<file path="config.mk">
export PLATFORM = sky130hd
export DESIGN_NAME = lavatory_arbiter
export DESIGN_NICKNAME = d
export VERILOG_FILES = /design/src/rtl/lav_pkg.sv /design/src/rtl/lav_slot.sv /design/src/rtl/lavatory_arbiter.sv
export SDC_FILE = /design/constraint.sdc
export NUM_CORES = 1
export LEC_CHECK = 0
export ABC_AREA = 1
export CORE_MARGIN = 4
export CORE_UTILIZATION = 53
export CTS_CLUSTER_SIZE = 24
export DETAILED_ROUTE_END_ITERATION = 10
export PLACE_DENSITY_LB_ADDON = 0.08
export SYNTH_ARGS = -nofsm -noshare
export SYNTH_HDL_FRONTEND = slang
export SYNTH_SLANG_ARGS = --single-unit
export TNS_END_PERCENT = 20
</file>
<file path="constraint.sdc">
create_clock -name clk_2 -period 3.7 [get_ports clk_2]
set_input_delay 0.37 -clock clk_2 [delete_from_list [all_inputs] [get_ports clk_2]]
set_output_delay 0.37 -clock clk_2 [all_outputs]
set_load 0.005 [all_outputs]
</file>
<file path="src/rtl/lav_pkg.sv">
// Shared types and constants for the lavatory arbiter.
// Slot states and requester class identifiers used by the arbiter and its slots.
package lav_pkg;

  typedef enum logic [1:0] {
    LAV_FREE     = 2'd0,
    LAV_RESERVED = 2'd1,
    LAV_OCCUPIED = 2'd2
  } lav_state_t;

  localparam logic CLS_W = 1'b0;
  localparam logic CLS_M = 1'b1;

endpackage

</file>
<file path="src/rtl/lav_slot.sv">
// One lavatory: FREE/RESERVED/OCCUPIED tracking driven by its door lock,
// with a reservation timer that releases an unclaimed reservation.
module lav_slot
  import lav_pkg::*;
#(
  parameter int RESERVE_CYCLES = 4
) (
  input  logic       clk_2,
  input  logic       reset,
  input  logic       grant,
  input  logic       lock,
  output lav_state_t state,
  output logic       eligible
);

  localparam int TW = (RESERVE_CYCLES > 1) ? $clog2(RESERVE_CYCLES) : 1;
  localparam logic [TW-1:0] TIMER_LAST = TW'(RESERVE_CYCLES - 1);

  lav_state_t    state_nxt;
  logic [TW-1:0] timer;
  logic [TW-1:0] timer_nxt;

  always_ff @(posedge clk_2) begin
    if (reset) begin
      state <= LAV_FREE;
      timer <= '0;
    end else begin
      state <= state_nxt;
      timer <= timer_nxt;
    end
  end

  // The lock closing always beats reservation expiry in the same cycle.
  always_comb begin
    state_nxt = state;
    timer_nxt = timer;
    case (state)
      LAV_FREE: begin
        if (grant) begin
          state_nxt = LAV_RESERVED;
          timer_nxt = '0;
        end else if (lock) begin
          state_nxt = LAV_OCCUPIED;
        end
      end
      LAV_RESERVED: begin
        if (lock) begin
          state_nxt = LAV_OCCUPIED;
        end else if (timer == TIMER_LAST) begin
          state_nxt = LAV_FREE;
        end else begin
          timer_nxt = timer + TW'(1);
        end
      end
      LAV_OCCUPIED: begin
        if (!lock) begin
          state_nxt = LAV_FREE;
        end
      end
      default: state_nxt = LAV_FREE;
    endcase
  end

  assign eligible = (state == LAV_FREE) && !lock;

endmodule

</file>
<file path="src/rtl/lavatory_arbiter.sv">
// Shares N_LAV lavatories between women (any slot) and men (MEN_MASK slots),
// granting at most one reservation per cycle with an alternating class priority.
module lavatory_arbiter
  import lav_pkg::*;
#(
  parameter int               N_LAV          = 3,
  parameter logic [N_LAV-1:0] MEN_MASK       = 3'b110,
  parameter int               RESERVE_CYCLES = 4,
  parameter int               IDX_W          = $clog2(N_LAV)
) (
  input  logic                 clk_2,
  input  logic                 reset,
  input  logic                 req_w,
  input  logic                 req_m,
  input  logic [N_LAV-1:0]     lock,
  output logic                 gnt_w,
  output logic                 gnt_m,
  output logic [IDX_W-1:0]     gnt_idx,
  output logic                 avail_w,
  output logic                 avail_m,
  output logic [2*N_LAV-1:0]   lav_state
);

  lav_state_t       slot_state [N_LAV];
  logic [N_LAV-1:0] eligible;
  logic [N_LAV-1:0] elig_m;
  logic [N_LAV-1:0] elig_w_pref;
  logic [N_LAV-1:0] slot_grant;

  logic             ptr;
  logic             any_w;
  logic             any_m;
  logic             qual_w;
  logic             qual_m;
  logic             win_w;
  logic             win_m;
  logic             win_any;
  logic [IDX_W-1:0] idx_w;
  logic [IDX_W-1:0] idx_m;
  logic [IDX_W-1:0] idx_sel;

  for (genvar i = 0; i < N_LAV; i++) begin : g_slot
    lav_slot #(
      .RESERVE_CYCLES(RESERVE_CYCLES)
    ) u_slot (
      .clk_2   (clk_2),
      .reset   (reset),
      .grant   (slot_grant[i]),
      .lock    (lock[i]),
      .state   (slot_state[i]),
      .eligible(eligible[i])
    );
    assign lav_state[2*i +: 2] = slot_state[i];
  end

  assign elig_m      = eligible & MEN_MASK;
  assign elig_w_pref = eligible & ~MEN_MASK;
  assign any_w       = |eligible;
  assign any_m       = |elig_m;

  always_comb begin
    idx_m = '0;
    for (int i = N_LAV - 1; i >= 0; i--) begin
      if (elig_m[i]) idx_m = IDX_W'(i);
    end
  end

  // Women are steered to women-only slots first so men keep their capacity.
  always_comb begin
    idx_w = '0;
    if (|elig_w_pref) begin
      for (int i = N_LAV - 1; i >= 0; i--) begin
        if (elig_w_pref[i]) idx_w = IDX_W'(i);
      end
    end else begin
      for (int i = N_LAV - 1; i >= 0; i--) begin
        if (eligible[i]) idx_w = IDX_W'(i);
      end
    end
  end

  // A request seen while its own grant is still showing is the old request.
  always_comb begin
    qual_w  = req_w && !gnt_w && any_w;
    qual_m  = req_m && !gnt_m && any_m;
    win_w   = qual_w && (!qual_m || (ptr == CLS_W));
    win_m   = qual_m && !win_w;
    win_any = win_w || win_m;
    idx_sel = win_w ? idx_w : idx_m;
    slot_grant = '0;
    for (int i = 0; i < N_LAV; i++) begin
      slot_grant[i] = win_any && (idx_sel == IDX_W'(i));
    end
  end

  always_ff @(posedge clk_2) begin
    if (reset) begin
      gnt_w   <= 1'b0;
      gnt_m   <= 1'b0;
      gnt_idx <= '0;
      avail_w <= 1'b0;
      avail_m <= 1'b0;
      ptr     <= CLS_W;
    end else begin
      gnt_w   <= win_w;
      gnt_m   <= win_m;
      gnt_idx <= win_any ? idx_sel : '0;
      avail_w <= any_w;
      avail_m <= any_m;
      if (win_any) begin
        ptr <= (ptr == CLS_W) ? CLS_M : CLS_W;
      end
    end
  end

endmodule
</file>
-- Yosys cells after proc, flatten, opt, wreduce, memory -nomap -nowiden
Cells that the tools add are included.
- output and inout bits: 12
- register bits after elaboration: 19
- eq/ne operators: 29
- add/sub/neg operators: 3
- bitwise operators: 2
- multiplexer cells: 35
- reduce and logical (&&, ||, !) cells: 37
- operators by type and width (kind ; number):
    two-way mux 2 bit ; 28
    inequality test 2 bit, second input constant ; 9
    inequality test 3 x 2 -> 1 bit, second input constant ; 6
    case mux 2 bit (3 select lines) ; 3
    == test 2 bit, second input constant ; 7
    logical AND 1 bit ; 12
    case mux 2 bit (2 select lines) ; 3
    AND reduction 4 bit ; 3
    AND reduction 3 bit ; 3
    == test 2 x 1 -> 1 bit, second input constant ; 4
    logical NOT 2 bit ; 4
    logical NOT 1 bit ; 7
    adder 2 x 1 -> 2 bit, second input constant ; 3
    inequality test 2 x 1 -> 1 bit, second input constant ; 3
    nonzero test 2 bit ; 3
    OR reduction 2 bit ; 2
    OR reduction 3 bit ; 1
    logical OR 1 bit ; 2
    inverter 1 bit ; 2
    two-way mux 1 bit ; 1

-- Depth between registers and ports, before layout
- word-level depth: 13
- mapped depth: 12
- gate-level depth less buffers: 12

-- By module
From an unflattened synthesis, not the netlist that was laid out.
- cell total of the unflattened synthesis: 132
- area total of the unflattened synthesis: 950.9 um2
- by module, submodules not included (module ; cells an instance ; area each (um2) ; times used):
    lav_slot ; 29 ; 209.0 ; 3
    lavatory_arbiter ; 45 ; 324.1 ; 1

-- Least setup slack after synthesis
OpenSTA, ideal clock, no wires.
- path type: reg2reg
- start: register g_slot[1].u_slot.state[0]
- end: register g_slot[1].u_slot.timer[0]
- arrival: 1.244 ns
- library setup time: 0.113 ns
- buffers on the path: 0
- slack: 2.343 ns
- cell stages (with the launch flop): 11
- clock period less this slack: 1.357 ns
- cells stage by stage: dfxtp_1 -> nor2_4 -> nand2_4 -> nand2_2 -> nand2_2 -> a21oi_1 -> nand2_1 -> nand2_1 -> nand3_2 -> o21ai_1 -> inv_1
- longest elaborated chain between the ends: 13
- elaborated cells between the ends (all ways): 24
- ends and longest elaborated chain (element ; line ; source):
    from (decl) ; lav_slot.sv:12 ; output lav_state_t state,
    from (signal assigned) ; lav_slot.sv:28 ; state <= state_nxt;
    branches (longest 13 deep; another with AND reduction 4 bit) ; -- ;
    to (signal assigned) ; lav_slot.sv:29 ; timer <= timer_nxt;
    to (decl) ; lav_slot.sv:20 ; logic [TW-1:0] timer;
Parallel ways; which one is timed is not known.
A chain may end at the register's enable or synchronous reset.

-- Worst setup path after layout
- start: register g_slot[1].u_slot.state[1]
- end: output lav_state[3]
- RTL lines (element ; line ; source):
    to (decl) ; lavatory_arbiter.sv:21 ; output logic [2*N_LAV-1:0] lav_state
No word-level cell between the ends.

==> results_dict.tcl <==
set metrics [dict create \
    synth_area_leaders "dfxtp_1 (40%), inv_1 (9.6%), nand2_1 (8.8%), a21oi_1 (6.4%), nor2_1 (4.8%)" \
    final-max-slew-violation-count 0 \
    ioPinCount 19 \
    p_sw_w 0.000296 \
    seq_power_share 0.397 \
    ys_seq_area_frac 0.405 \
    clockBufferDepth 2 \
    syn-cell-area_um2 940 \
    die_x_um 50.1 \
    io_buffers 18 \
    syn_inst 126 \
    clk_pin_slew_worst_paths_ns 0.12 \
    fin_tns_setup_ns 0 \
    grt_pass1_wl_um 2940 \
    slowest_stage "clkdlybuf4s50_1" \
    ys_seq_elements 19 \
    cts_resized 0 \
    wl_met2_um 852 \
    async_reset_ff_frac 0 \
    synth_common_cells "inv_1 (24), nand2_1 (22), dfxtp_1 (19)" \
    hold_violations 0 \
    synth_edf_count 0 \
    hold_depth 2 \
    synth_top_area_frac 0.405 \
    slowest_delay_ns 0.55 \
    ys.flop_type "dfxtp_1" \
    gp_congestion 0.788 \
    holdCritPathClass "reg2reg" \
    crit_fanout 6 \
    fin_nets 158 \
    insertion_delay_ns 0.30 \
    finalSetupViolations 0 \
    crit_type "reg2out" \
    crit_family "buffers and inverters" \
    vias 813 \
    post-route-period-util 0.459 \
    skew_ns 0.00695 \
    cp_data_arrival_time_ns 1.33 \
    grt_pass1_vias 730 \
    cts_hold_buf 0 \
    dieHeight_um 50.1 \
    min_period_ns 1.70 \
    r2r_cells 10 \
    tightestPinTransition_ns 0.530 \
    max_freq_mhz 589 \
    antenna_found_initial 0 \
    rsz0062_at_grt "no" \
    rows 14 \
    globalRouteOverflowTotal 0 \
    synth_cell_types 22 \
    drive_gt1_frac 0.150 \
    intPower_w 0.000437 \
    die-area_um2 2510 \
    drt-met1-wl_um 808 \
    p_per_area_nw_per_um2 624 \
    peakVddDrop_mv 0.451 \
    p_leak_nw 0.565 \
    p_clk_frac 0.144 \
    slew_headroom 0.646 \
    routed_wl_um 1730 \
    via_per_inst 4.75 \
    path_buf_inv 1 \
    ys_warn_count 0 \
    worstPathRequired_ns 3.33 \
    area_growth_syn_to_layout_pct 24.9 \
    num_antenna_cells 0 \
    critPathLaunchType "flip-flop" \
    cp.depth 1 \
    nFillCells 123 \
    firstDrtPassIters 4 \
    drt_iter0_drc 18 \
    htree_levels 1 \
    drcViolationCount 0 \
    layout.cells.non_filler 171 \
    numCtsBuffers 3 \
    cts_sinks 19 \
    synth_most_common_cell "inv_1" \
    ant_nets 0 \
    p_sw_frac 0.404 \
    synth_area_leader_cell "dfxtp_1" \
    cts_root_buf "clkbuf_4" \
    cts_tree "built" \
    coreArea_um2 1590 \
    syn_area_per_cell_um2 7.46 \
    synth_nets 136 \
    dpl.cell_count 167 \
    status "finished clean" \
    top_layer "met4" \
    cp-end-kind "output pin" \
    drv_cap 0 \
    dp_hpwl_um 1380 \
    crit_chain "clkdlybuf4s50_1" \
    power_frac_comb 0.458 \
    wl_met3_um 55 \
    cts_setup_buffers 0 \
    wl_per_cell_um 10.1 \
    grtUsageTotal 0.149 \
    initial_utilization 0.589 \
    grt_max_degree 15 \
]
## area by class of cell
type	instances	area [um^2]	area share
clock inverter	1	5.00	0.00426
inverter	27	104	0.0885
tap	24	30.0	0.0256
multi-input combinational	79	452	0.385
sequential	19	380	0.324
timing repair buffer	18	180	0.154
clock buffer	3	22.5	0.0192
## stage by stage
stage               power, W  setup slack [ns]   util  hold WS [ns]  cell area (um^2)
floorplan           0.000517              2.34      -         0.432               940
global placement    0.000621              1.76  0.719         0.451              1150
detailed placement  0.000633              1.72  0.719         0.456              1150
CTS                 0.000739              1.99  0.736         0.474              1170
global route        0.000802              1.89  0.736         0.493              1170
finish              0.000733              2.00  0.736         0.473              1170
## cells by family (layout without fill, tap and decap cells)
family,after synthesis,after routing,synth area share
AO/OA/AOI/OAI,17,17,0.0945
adder cells (fa/ha/maj),3,3,0.0400
buffers and inverters,28,49,0.115
flip-flops,19,19,0.405
AND/OR/NAND/NOR,59,59,0.346
## power groups by stage
stage / Clock [W] / Sequential [W] / Combinational [W]
after floorplan: 0 / 0.000294 / 0.000223
after global placement: 0 / 0.000293 / 0.000328
after detailed placement: 0 / 0.000295 / 0.000338
after CTS: 0.000108 / 0.000291 / 0.000339
after global routing: 0.000120 / 0.000300 / 0.000382
final: 0.000106 / 0.000291 / 0.000336
## sequential cells by signal (all words and copies together), names as in the netlist
name / cells
avail_m: 1
gnt_idx: 2
g_slot.u_slot.timer: 6
gnt_m: 1
ptr: 1
avail_w: 1
gnt_w: 1
g_slot.u_slot.state: 6
## layer usage
layer / up-vias / track usage
li1: 437 / -
met5: - / 0
met1: 363 / 0.169
met3: 2 / 0.0392
met4: 0 / 0.0415
met2: 11 / 0.270
## placed cells by master, fill, tap and decap left out, types with 2 or more instances in the layout
cell / instances
inv_1: 24
nand2_1: 22
dfxtp_1: 19
clkdlybuf4s50_1: 18
nor2_1: 12
a21oi_1: 12
nand3_1: 7
nand2_2: 4
nor4_1: 3
nand3_2: 3
ha_1: 3
clkbuf_4: 3
nand2_4: 2
nand3_4: 2
inv_2: 2
o21ai_0: 2
o21ai_1: 2
## path summary, 6_finish.rpt
path / from / end / slack, ns
min reg2reg: g_slot[2].u_slot.timer[1] / g_slot[2].u_slot.timer[1] / 0.47
min: g_slot[2].u_slot.timer[1] / g_slot[2].u_slot.timer[1] / 0.47
max reg2reg: g_slot[1].u_slot.state[0] / g_slot[2].u_slot.timer[0] / 2.15
max: g_slot[1].u_slot.state[1] / lav_state[3] / 2.00
Power figures use the tool's default switching activity.
==> patch, RTL diff (same settings) <==
The parameter `N_LAV` goes from 3 to 6.
--- a/src/rtl/lavatory_arbiter.sv
+++ b/src/rtl/lavatory_arbiter.sv
@@ -4,5 +4,5 @@
   import lav_pkg::*;
 #(
-  parameter int               N_LAV          = 3,
+  parameter int               N_LAV          = 6,
   parameter logic [N_LAV-1:0] MEN_MASK       = 3'b110,
   parameter int               RESERVE_CYCLES = 4,
Interface: changed (resized gnt_idx, lav_state and lock); port bits go from 19 to 29. The function was not compared with the original's and may differ.
==> patch against the original RTL <==
Clock skew grew 0.0027 ns. Sequential cell count is 13 higher. Total power increased by 34%. Final area grew 80%. Worst setup slack lost 0.17 ns. Cell count grew 87%. Critical path depth grew 14. Worst hold slack lost 0.0020 ns. Synthesized cell count is 91% higher. Wire length increased by 92%. Sequential power rose by 40%. Utilization fell by 5.0 points. Die area rose by 67%. Synthesized area grew 82%.
==> patch: results (changes against the original RTL) <==
status=completed (unchanged); syn nets=257 (was 136); largest net degree at the start of global routing=18 (was 15); CP endpoint=g_slot[5].u_slot.state[1] (was lav_state[3]); WL final=3320 um (was 1730 um); synth top area cells=dfxtp_1 38%, nand2_1 10%, inv_1 8.6% (was dfxtp_1 40%, inv_1 9.6%, nand2_1 8.8%); post-detail-place hpwl=2560 um (was 1380 um); Leakage=1.04 nW (was 0.565 nW); syn_area_per_cell=7.09 um^2 (was 7.46 um^2); post-synthesis sequential area ratio=37.5% (was 40.5%); VDD IR max=0.000254 V (was 0.000451 V); min-delay src=g_slot[5].u_slot.timer[1] (was g_slot[2].u_slot.timer[1]); first-pass GRT wire length=5890 um (was 2940 um); Comb. pwr=314 uW (was 336 uW); crit-path leading delay family=simple AND/OR/NAND/NOR gates (was buffers and inverters); nets=290 (was 158); number of global-route vias before repair=1,351 (was 730); H-tree depth=2 (was 1); flop2flop setup slack=1.98 ns (was 2.15 ns); placed cells=311 (was 167); Netlist cell types=28 (was 22); Compound-Gate Fraction of Synth Area=8.64% (was 9.45%); power share of the clock group=26.7% (was 14.4%); port bufs=28 (was 18); CP arrival=2.15 ns (was 1.33 ns); worst reg2reg path endpoint=g_slot[5].u_slot.state[1] (was g_slot[2].u_slot.timer[0]); GPL Wtd Cong=0.872 (was 0.788); DR iter-0 viols=76 (was 18); layout cell share with drive strength beyond 1=14.5% (was 15.0%); Commonest cells post-synth=46 x nand2_1, 39 x inv_1, 33 x nor2_1 (was 24 x inv_1, 22 x nand2_1, 19 x dfxtp_1); Pint=656 uW (was 437 uW); Reg clk slew, reported paths=0.09 ns (was 0.12 ns); Psw=325 uW (was 296 uW); vias=1,510 (was 813); Global Route Usage Sum=18.0% (was 14.9%); final worst-path setup slack=1.83 ns (was 2.00 ns); clock insertion delay at the later pin of the skew report=0.34 ns (was 0.30 ns); Worst Setup SP=lock[3] (was g_slot[1].u_slot.state[1]); worst hold endpoint=g_slot[5].u_slot.timer[1] (was g_slot[2].u_slot.timer[1]); Rel. slew slack=69.5% (was 64.6%); Worst Skew=0.00967 ns (was 0.00695 ns); placed cell area=2040 um^2 (was 1150 um^2); crit-path max cell delay=0.52 ns (was 0.55 ns); top flop regs=g_slot.u_slot.state x12, g_slot.u_slot.timer x12, gnt_idx x3 (was g_slot.u_slot.state x6, g_slot.u_slot.timer x6, gnt_idx x2); crit-path max FO=5 (was 6); Fin Hold WS=0.471 ns (was 0.473 ns); RR Startpoint=g_slot[0].u_slot.state[1] (was g_slot[1].u_slot.state[0]); pre-CTS setup slack=1.47 ns (was 1.72 ns)
-- patch: layout make-up --
| type | count | area (um^2) |
|---|---|---|
| Fill cell | 287 | 966 |
| Multi-Input combinational cell | 162 | 887 |
| Sequential cell | 32 | 641 |
| Timing Repair Buffer | 29 | 288 |
| Inverter | 44 | 165 |
| Tap cell | 44 | 55.1 |
| Clock buffer | 6 | 41.3 |
| Clock inverter | 2 | 35.0 |
-- patch: per-layer routing --
metal | vias up | GRT usage (%) | routed length (um) | share of wire [%]
met5 | - | 0 | 0 | 0
met4 | 0 | 6.33 | 44 | 1.3
met2 | 23 | 28.1 | 1530 | 46
met1 | 666 | 23.0 | 1600 | 48
met3 | 7 | 6.07 | 148 | 4.5
li1 | 814 | - | - | -
-- patch: worst min-delay path, stage by stage, from the launching register on --
cell     delay [ns]
dfxtp_1        0.32
nand2_1        0.06
a21oi_1        0.05
